==> src/rtl/delivery_game_uc_if.sv <==
// Control/status bundle between the delivery game controller and its datapath.
// master = controller side, slave = datapath / sensor side.
interface delivery_game_uc_if;
  logic       iniciar;
  logic       game_over;
  logic       velocity_ready;
  logic       velocity_timeout;
  logic       end_delay;

  logic       reset_fd;
  logic       reset_ultrasonico;
  logic       reset_delay;
  logic       reset_timeout;
  logic       count_map;
  logic       get_velocity;
  logic       conta_delay;
  logic       conta_timeout;
  logic       jogando;
  logic       fim_jogo;
  logic [3:0] db_estado;
  logic [2:0] db_falhas;

  modport master (
    input  iniciar, game_over, velocity_ready, velocity_timeout, end_delay,
    output reset_fd, reset_ultrasonico, reset_delay, reset_timeout,
    output count_map, get_velocity, conta_delay, conta_timeout,
    output jogando, fim_jogo, db_estado, db_falhas
  );

  modport slave (
    output iniciar, game_over, velocity_ready, velocity_timeout, end_delay,
    input  reset_fd, reset_ultrasonico, reset_delay, reset_timeout,
    input  count_map, get_velocity, conta_delay, conta_timeout,
    input  jogando, fim_jogo, db_estado, db_falhas
  );
endinterface

==> src/rtl/delivery_game_uc.sv <==
// Moore control unit for the delivery game: sequences ultrasonic measurements,
// counts consecutive sensor timeouts and resets the sensor after MAX_TIMEOUTS of them.
module delivery_game_uc #(
  parameter int unsigned MAX_TIMEOUTS = 3
) (
  input logic                  clock,
  input logic                  reset,
  delivery_game_uc_if.master   bus
);

  if (MAX_TIMEOUTS < 1 || MAX_TIMEOUTS > 7) begin : g_bad_max_timeouts
    $error("delivery_game_uc: MAX_TIMEOUTS must be in 1..7");
  end

  localparam logic [2:0] MaxFails = 3'(MAX_TIMEOUTS);

  typedef enum logic [3:0] {
    StIdle         = 4'd0,
    StInicia       = 4'd1,
    StMede         = 4'd2,
    StEsperaMedida = 4'd3,
    StResetSensor  = 4'd4,
    StEsperaAtraso = 4'd5,
    StFim          = 4'd6
  } state_e;

  state_e     state_q, state_d;
  logic [2:0] fail_q, fail_d;

  always_ff @(posedge clock) begin
    if (reset) begin
      state_q <= StIdle;
      fail_q  <= 3'd0;
    end else begin
      state_q <= state_d;
      fail_q  <= fail_d;
    end
  end

  // Next state and fail count.
  always_comb begin
    state_d = state_q;
    fail_d  = fail_q;
    unique case (state_q)
      StIdle: begin
        if (bus.iniciar) state_d = StInicia;
      end
      StInicia: begin
        fail_d  = 3'd0;
        state_d = StMede;
      end
      StMede: begin
        state_d = bus.game_over ? StFim : StEsperaMedida;
      end
      StEsperaMedida: begin
        if (bus.game_over) begin
          state_d = StFim;
        end else if (bus.velocity_ready) begin
          // A ready pulse wins over a simultaneous timeout.
          fail_d  = 3'd0;
          state_d = StEsperaAtraso;
        end else if (bus.velocity_timeout) begin
          if (fail_q + 3'd1 == MaxFails) begin
            // Count clears on entry so it never reaches MAX_TIMEOUTS on the output.
            fail_d  = 3'd0;
            state_d = StResetSensor;
          end else begin
            fail_d  = fail_q + 3'd1;
            state_d = StEsperaAtraso;
          end
        end
      end
      StResetSensor: begin
        fail_d  = 3'd0;
        state_d = bus.game_over ? StFim : StEsperaAtraso;
      end
      StEsperaAtraso: begin
        if (bus.game_over) begin
          state_d = StFim;
        end else if (bus.end_delay) begin
          state_d = StMede;
        end
      end
      StFim: begin
        if (bus.iniciar) state_d = StInicia;
      end
      default: begin
        fail_d  = 3'd0;
        state_d = StIdle;
      end
    endcase
  end

  // Moore outputs, decoded from the registered state only.
  always_comb begin
    bus.reset_fd          = 1'b0;
    bus.reset_ultrasonico = 1'b0;
    bus.reset_delay       = 1'b0;
    bus.reset_timeout     = 1'b0;
    bus.count_map         = 1'b0;
    bus.get_velocity      = 1'b0;
    bus.conta_delay       = 1'b0;
    bus.conta_timeout     = 1'b0;
    bus.jogando           = 1'b0;
    bus.fim_jogo          = 1'b0;
    unique case (state_q)
      StIdle: ;
      StInicia: begin
        bus.reset_fd          = 1'b1;
        bus.reset_ultrasonico = 1'b1;
        bus.reset_delay       = 1'b1;
        bus.reset_timeout     = 1'b1;
      end
      StMede: begin
        bus.get_velocity  = 1'b1;
        bus.reset_timeout = 1'b1;
        bus.reset_delay   = 1'b1;
        bus.count_map     = 1'b1;
        bus.jogando       = 1'b1;
      end
      StEsperaMedida: begin
        bus.count_map     = 1'b1;
        bus.conta_timeout = 1'b1;
        bus.jogando       = 1'b1;
      end
      StResetSensor: begin
        bus.reset_ultrasonico = 1'b1;
        bus.count_map         = 1'b1;
        bus.jogando           = 1'b1;
      end
      StEsperaAtraso: begin
        bus.count_map   = 1'b1;
        bus.conta_delay = 1'b1;
        bus.jogando     = 1'b1;
      end
      StFim: begin
        bus.fim_jogo = 1'b1;
      end
      default: ;
    endcase
  end

  assign bus.db_estado = state_q;
  assign bus.db_falhas = fail_q;

endmodule

==> src/flat_wrapper.sv <==
// flat-port wrapper written by rule: the top's interface ports become plain ports
module delivery_game_uc_flat 
#(
  parameter int unsigned MAX_TIMEOUTS = 3
)
  (clock, reset, bus_iniciar, bus_game_over, bus_velocity_ready, bus_velocity_timeout, bus_end_delay, bus_reset_fd, bus_reset_ultrasonico, bus_reset_delay, bus_reset_timeout, bus_count_map, bus_get_velocity, bus_conta_delay, bus_conta_timeout, bus_jogando, bus_fim_jogo, bus_db_estado, bus_db_falhas);
  delivery_game_uc_if bus_i ();
  input logic clock;
  input logic reset;
  input wire logic [$bits(bus_i.iniciar)-1:0] bus_iniciar;
  input wire logic [$bits(bus_i.game_over)-1:0] bus_game_over;
  input wire logic [$bits(bus_i.velocity_ready)-1:0] bus_velocity_ready;
  input wire logic [$bits(bus_i.velocity_timeout)-1:0] bus_velocity_timeout;
  input wire logic [$bits(bus_i.end_delay)-1:0] bus_end_delay;
  output wire logic [$bits(bus_i.reset_fd)-1:0] bus_reset_fd;
  output wire logic [$bits(bus_i.reset_ultrasonico)-1:0] bus_reset_ultrasonico;
  output wire logic [$bits(bus_i.reset_delay)-1:0] bus_reset_delay;
  output wire logic [$bits(bus_i.reset_timeout)-1:0] bus_reset_timeout;
  output wire logic [$bits(bus_i.count_map)-1:0] bus_count_map;
  output wire logic [$bits(bus_i.get_velocity)-1:0] bus_get_velocity;
  output wire logic [$bits(bus_i.conta_delay)-1:0] bus_conta_delay;
  output wire logic [$bits(bus_i.conta_timeout)-1:0] bus_conta_timeout;
  output wire logic [$bits(bus_i.jogando)-1:0] bus_jogando;
  output wire logic [$bits(bus_i.fim_jogo)-1:0] bus_fim_jogo;
  output wire logic [$bits(bus_i.db_estado)-1:0] bus_db_estado;
  output wire logic [$bits(bus_i.db_falhas)-1:0] bus_db_falhas;
  assign bus_i.iniciar = bus_iniciar;
  assign bus_i.game_over = bus_game_over;
  assign bus_i.velocity_ready = bus_velocity_ready;
  assign bus_i.velocity_timeout = bus_velocity_timeout;
  assign bus_i.end_delay = bus_end_delay;
  assign bus_reset_fd = bus_i.reset_fd;
  assign bus_reset_ultrasonico = bus_i.reset_ultrasonico;
  assign bus_reset_delay = bus_i.reset_delay;
  assign bus_reset_timeout = bus_i.reset_timeout;
  assign bus_count_map = bus_i.count_map;
  assign bus_get_velocity = bus_i.get_velocity;
  assign bus_conta_delay = bus_i.conta_delay;
  assign bus_conta_timeout = bus_i.conta_timeout;
  assign bus_jogando = bus_i.jogando;
  assign bus_fim_jogo = bus_i.fim_jogo;
  assign bus_db_estado = bus_i.db_estado;
  assign bus_db_falhas = bus_i.db_falhas;
  delivery_game_uc #(.MAX_TIMEOUTS(MAX_TIMEOUTS)) u_core (.clock(clock), .reset(reset), .bus(bus_i));
endmodule
==> config.mk <==
export PLATFORM = sky130hd
export DESIGN_NAME = delivery_game_uc_flat
export DESIGN_NICKNAME = d
export VERILOG_FILES = /design/src/rtl/delivery_game_uc_if.sv /design/src/rtl/delivery_game_uc.sv /design/src/flat_wrapper.sv
export SDC_FILE = /design/constraint.sdc
export NUM_CORES = 1
export LEC_CHECK = 0
export ABC_CLOCK_PERIOD_IN_PS = 1500
export BUFFER_PORTS_ARGS = -buffer_cell sky130_fd_sc_hd__buf_4
export CORE_AREA = 2 2 39 41
export CTS_BUF_LIST = sky130_fd_sc_hd__clkbuf_8
export DETAILED_ROUTE_END_ITERATION = 10
export DIE_AREA = 0 0 41 43
export GPL_ROUTABILITY_DRIVEN = 1
export GPL_TIMING_DRIVEN = 1
export PLACE_DENSITY = 0.74
export SKIP_CTS_REPAIR_TIMING = 1
export SYNTH_ARGS = -nofsm -noshare
export SYNTH_HDL_FRONTEND = slang
export SYNTH_SLANG_ARGS = --single-unit
==> constraint.sdc <==
create_clock -name clock -period 1.5 [get_ports clock]
set_clock_uncertainty 0.1 [all_clocks]
set_input_delay 0.15 -clock clock [delete_from_list [all_inputs] [get_ports clock]]
set_output_delay 0.15 -clock clock [all_outputs]
set_load 0.05 [all_outputs]
Word-level counts from Yosys, hierarchy flattened. Cells that the tools add are included.

Flip-flop bits (word level): 7. Output and inout port bits: 17. Word-level logic and storage cells: 47.

Add/sub/neg operators: 1. Eq/ne operators: 12. Mux-type cells: 23. Bitwise operators: 1. Reductions and logical operators: 8.

Operators with widths (number): two-way mux 4 bit (6); case mux 4 bit (6 select lines) (1); two-way mux 3 bit (5); == test 4 x 3 -> 1 bit (second input constant) (3); two-way mux 1 bit (9); == test 4 x 2 -> 1 bit (second input constant) (2); OR reduction 4 bit (2); != test 3 bit (second input constant) (2); case mux 3 bit (2 select lines) (1); AND reduction 3 bit (2); OR reduction 2 bit (3); == test 4 x 1 -> 1 bit (second input constant) (1); logical NOT 4 bit (1); != test 4 bit (second input constant) (1); adder 3 x 1 -> 3 bit (second input constant) (1); == test 3 x 2 -> 1 bit (second input constant) (1); two-way mux 2 bit (1); != test 2 x 1 -> 1 bit (second input constant) (1); != test 2 bit (second input constant) (1); NOT 1 bit (1).

Longest topological paths before layout.
Word-level depth: 7. Depth in mapped cells: 6. Depth with buffers taken out: 5.

Worst setup path after synthesis. Ideal clock, no wire load.

Path type: reg2out. Start: reg u_core.state_q[1], in the netlist u_core.bus.db_estado[1]. End: out bus_reset_timeout. Data arrival time: 2.283 ns. Path slack: -1.033 ns. Stages on the path, launching flop included: 5. Buffers on the path: 2. Path through: dfxtp_1 buf_4 or2b_1 o22ai_1 buf_4.

Word-level cells in the longest chain between the ends: 3. Elaborated cells between the ends (all ways): 4.

Ends and longest elaborated chain: start: declaration (line delivery_game_uc.sv:27) `state_e state_q, state_d;`; start signal: assignment (line delivery_game_uc.sv:32) `state_q <= StIdle;`; start signal: assignment (line delivery_game_uc.sv:35) `state_q <= state_d;`; == test 4 x 1 -> 1 bit / == test 4 x 2 -> 1 bit (equally long branches); OR reduction 2 bit (no source line) (*); two-way mux 1 bit (*); end: declaration (line flat_wrapper.sv:18) `output wire logic [$bits(bus_i.reset_timeout)-1:0] bus_reset_timeout;`.

Every way passes the cells marked *; elsewhere a longest branch is shown, timed or not.

Worst setup path in the final report.
Start: reg u_core.state_q[0], in the netlist u_core.bus.db_estado[0]. End: out bus_reset_ultrasonico.

Word-level cells in the longest chain between the ends: 3. Elaborated cells between the ends (all ways): 4.

Ends and longest elaborated chain: == test 4 x 1 -> 1 bit / == test 4 x 3 -> 1 bit (equally long branches) (line delivery_game_uc.sv:106) `unique case (state_q)`; OR reduction 2 bit (no source line) (*); two-way mux 1 bit (*) (line delivery_game_uc.sv:106); end: declaration (line flat_wrapper.sv:16) `output wire logic [$bits(bus_i.reset_ultrasonico)-1:0] bus_reset_ultrasonico;`.

Marked as above.

==> out/metrics.cfg <==
[run_status]
outcome=finished clean

[clock_tree]
clockBufferDepth=2
htreeDepth=1
cts.sinks=6
cts_tree=done
clk_pin_slew_ns=0.04
ctsRootBufferMaster=clkbuf_8
cts_buffers=3
clock_latency_ns=0.22

[global_routing]
grt_pass1_vias=500
grt_use_total_pct=18.2
grtUsageMet2_pct=30.3
use_met1_pct=23.1
grt_max_degree=16
antenna_found_initial=0
grt_pass1_wl_um=2220
use_met3_pct=2.09
gr-total-overflow=0
top_usage_layer=met2

[final_layout]
layout-drive-gt1-share_pct=51.5
fillerInstances=129
area_growth_pct=57.1
n_antenna_cell=0
nNetsFinal=108

[sta]
fin_crit_ns=1.46
max_freq_mhz=687
whs_ns=0.0331
setup_tns_ns=0
finalSetupViolCount=0
rsz0062_at_grt=true
hold_violations=0
drv_slew=0
fin_crit_sh_pct=97.1

[place]
place_hpwl_um=1140
io_buffers=22
gp_congestion=0.764

[power]
internal_power_uw=922
p_sw_mw=1.13
power_leakage_nw=0.406
peakVddDrop_mv=1.33
clock_power_share_pct=11.6
swShare_pct=55.0
p_seq_share_pct=14.8
power.density_mw_per_mm2=2380
power_frac_comb_pct=73.6

[detailed_routing]
wire_per_inst_um=13.0
wirelength_um=1470
num_vias=631
drt.antenna.violating_nets=0
first_iter_violations=22
routed_via_density=5.58
dr.pass1.iters=4
drc_errors=0

[worst_setup_path]
slowest_delay_ns=0.42
critPathKind=reg2out
path_delay_family=flip-flops
slowest_stage=dfxtp_4
crit_path_end_kind=primary output
required_ns=1.25
cp_max_fo=11
worstPathArrival_ns=1.21
worstSetupStartpointType=flop
ff2ff_setup_slack_ns=0.10
cp_cell_sequence=clkinvlp_4 > nand2_1 > a21oi_4 > buf_4
worst-path-buf-inv=2

[synthesis]
synth-edff-count=0
netlist.area_leader.share_pct=21.9
netlist_top_cells_area=dfxtp_1 22%, buf_4 8.2%, nor2_1 6.2%, a311oi_1 4.8%, a21oi_1 4.6%
yosysUniqueCellTypes=32
synth.most_common_cell=nor2_1
avgSynthCellArea_um2=7.51
ys_warn_count=0
mappedNetlistArea_um2=548
syn-num-nets=82
ys_ff_latch=6
synth_flop_cell=dfxtp_1
ys_seq_area_share_pct=21.9
synth_cells=73
ys_async_sr_fraction_pct=0
synth.top_cells.by_count=9 x nor2_1, 6 x buf_4, 6 x dfxtp_1
synth_top_area_cell=dfxtp_1

[floorplan]
die_w_um=41
placementRows=14
die_y_um=43
core_area_mm2=0.00138
die_area_mm2=0.00176
ios=24
start_util_pct=39.6

[flow_run]
cap_viol_max_count=0

[min_path]
hp-class=in2reg

worst reg2reg max path: stages, from the launching register on:
cell	delay, ns
dfxtp_4	0.34
ha_1	0.20
nand2b_1	0.15
and4_1	0.19
a211o_1	0.26
o41ai_1	0.06
per-layer routing:
layer  up-vias  wire length [µm]
met5         -                 0
met4         0                18
met3         2                95
met2        22               768
met1       296               584
li1        311                 -
state kept, by name, summed over array words and instances (netlist names):
name and cells:
u_core.bus.db_falhas 3, u_core.bus.db_estado 3
logic make-up (layout without fill, tap and decap cells):
logic type / after synthesis / after routing / share of synthesized area [%]
DFF: 6 / 6 / 21.9
buffers and inverters: 12 / 36 / 12.6
adders and majority gates: 2 / 2 / 4.57
and+or+nand+nor: 26 / 26 / 27.2
xor gates and xnor gates: 1 / 1 / 1.60
AOI/OAI and AO/OA: 25 / 25 / 31.5
other: 1 / 1 / 0.684
path summary, 6_finish.rpt:
| path | cells after the start | from | to |
|---|---|---|---|
| min reg2reg | 1 | u_core.bus.db_falhas[0] | u_core.bus.db_falhas[0] |
| max | 4 | u_core.bus.db_estado[0] | bus_reset_ultrasonico |
| min | 2 | reset | u_core.bus.db_estado[1] |
| max reg2reg | 5 | u_core.bus.db_falhas[0] | u_core.bus.db_estado[0] |
stage by stage:
| step | cell area (µm²) | total power [mW] | cells | util [%] | setup slack (ns) |
|---|---|---|---|---|---|
| 2_1_floorplan | 647 | 1.51 | 73 | - | -0.153 |
| 3_3_place_gp | 783 | 1.70 | 107 | 56.6 | 0.131 |
| 3_5_place_dp | 783 | 1.71 | 107 | 56.6 | 0.0940 |
| 4_1_cts | 825 | 1.96 | 110 | 59.6 | -0.0168 |
| 5_1_grt | 861 | 2.16 | 113 | 62.2 | -0.00814 |
| 6_report | 861 | 2.05 | 113 | 62.2 | 0.0438 |
power groups by stage:
stage / Sequential (mW) / Clock (mW) / Combinational (mW)
2_1_floorplan: 0.354 / 0 / 1.15
3_3_place_gp: 0.320 / 0 / 1.38
3_5_place_dp: 0.320 / 0 / 1.39
4_1_cts: 0.316 / 0.247 / 1.39
5_1_grt: 0.312 / 0.257 / 1.59
6_report: 0.304 / 0.238 / 1.51
layout make-up:
cell class	count	area [µm²]	share of cell area (%)
clock buffer	3	41.3	4.80
inverter	5	22.5	2.62
tap	16	20.0	2.33
timing repair buffer	28	215	25.0
multi-input combinational	55	424	49.3
sequential	6	138	16.0
placed cells by master, fill, tap and decap left out, types with 3 or more instances in the layout:
master	netlist	final
a21oi_1	5	3
a21o_1	3	3
o21ai_0	5	5
clkbuf_8	0	3
inv_1	5	4
dfxtp_4	0	4
nor2_1	9	7
buf_4	6	25
a311oi_1	3	3
nand2_1	4	4
No activity file was read; power rests on OpenSTA's default activity.
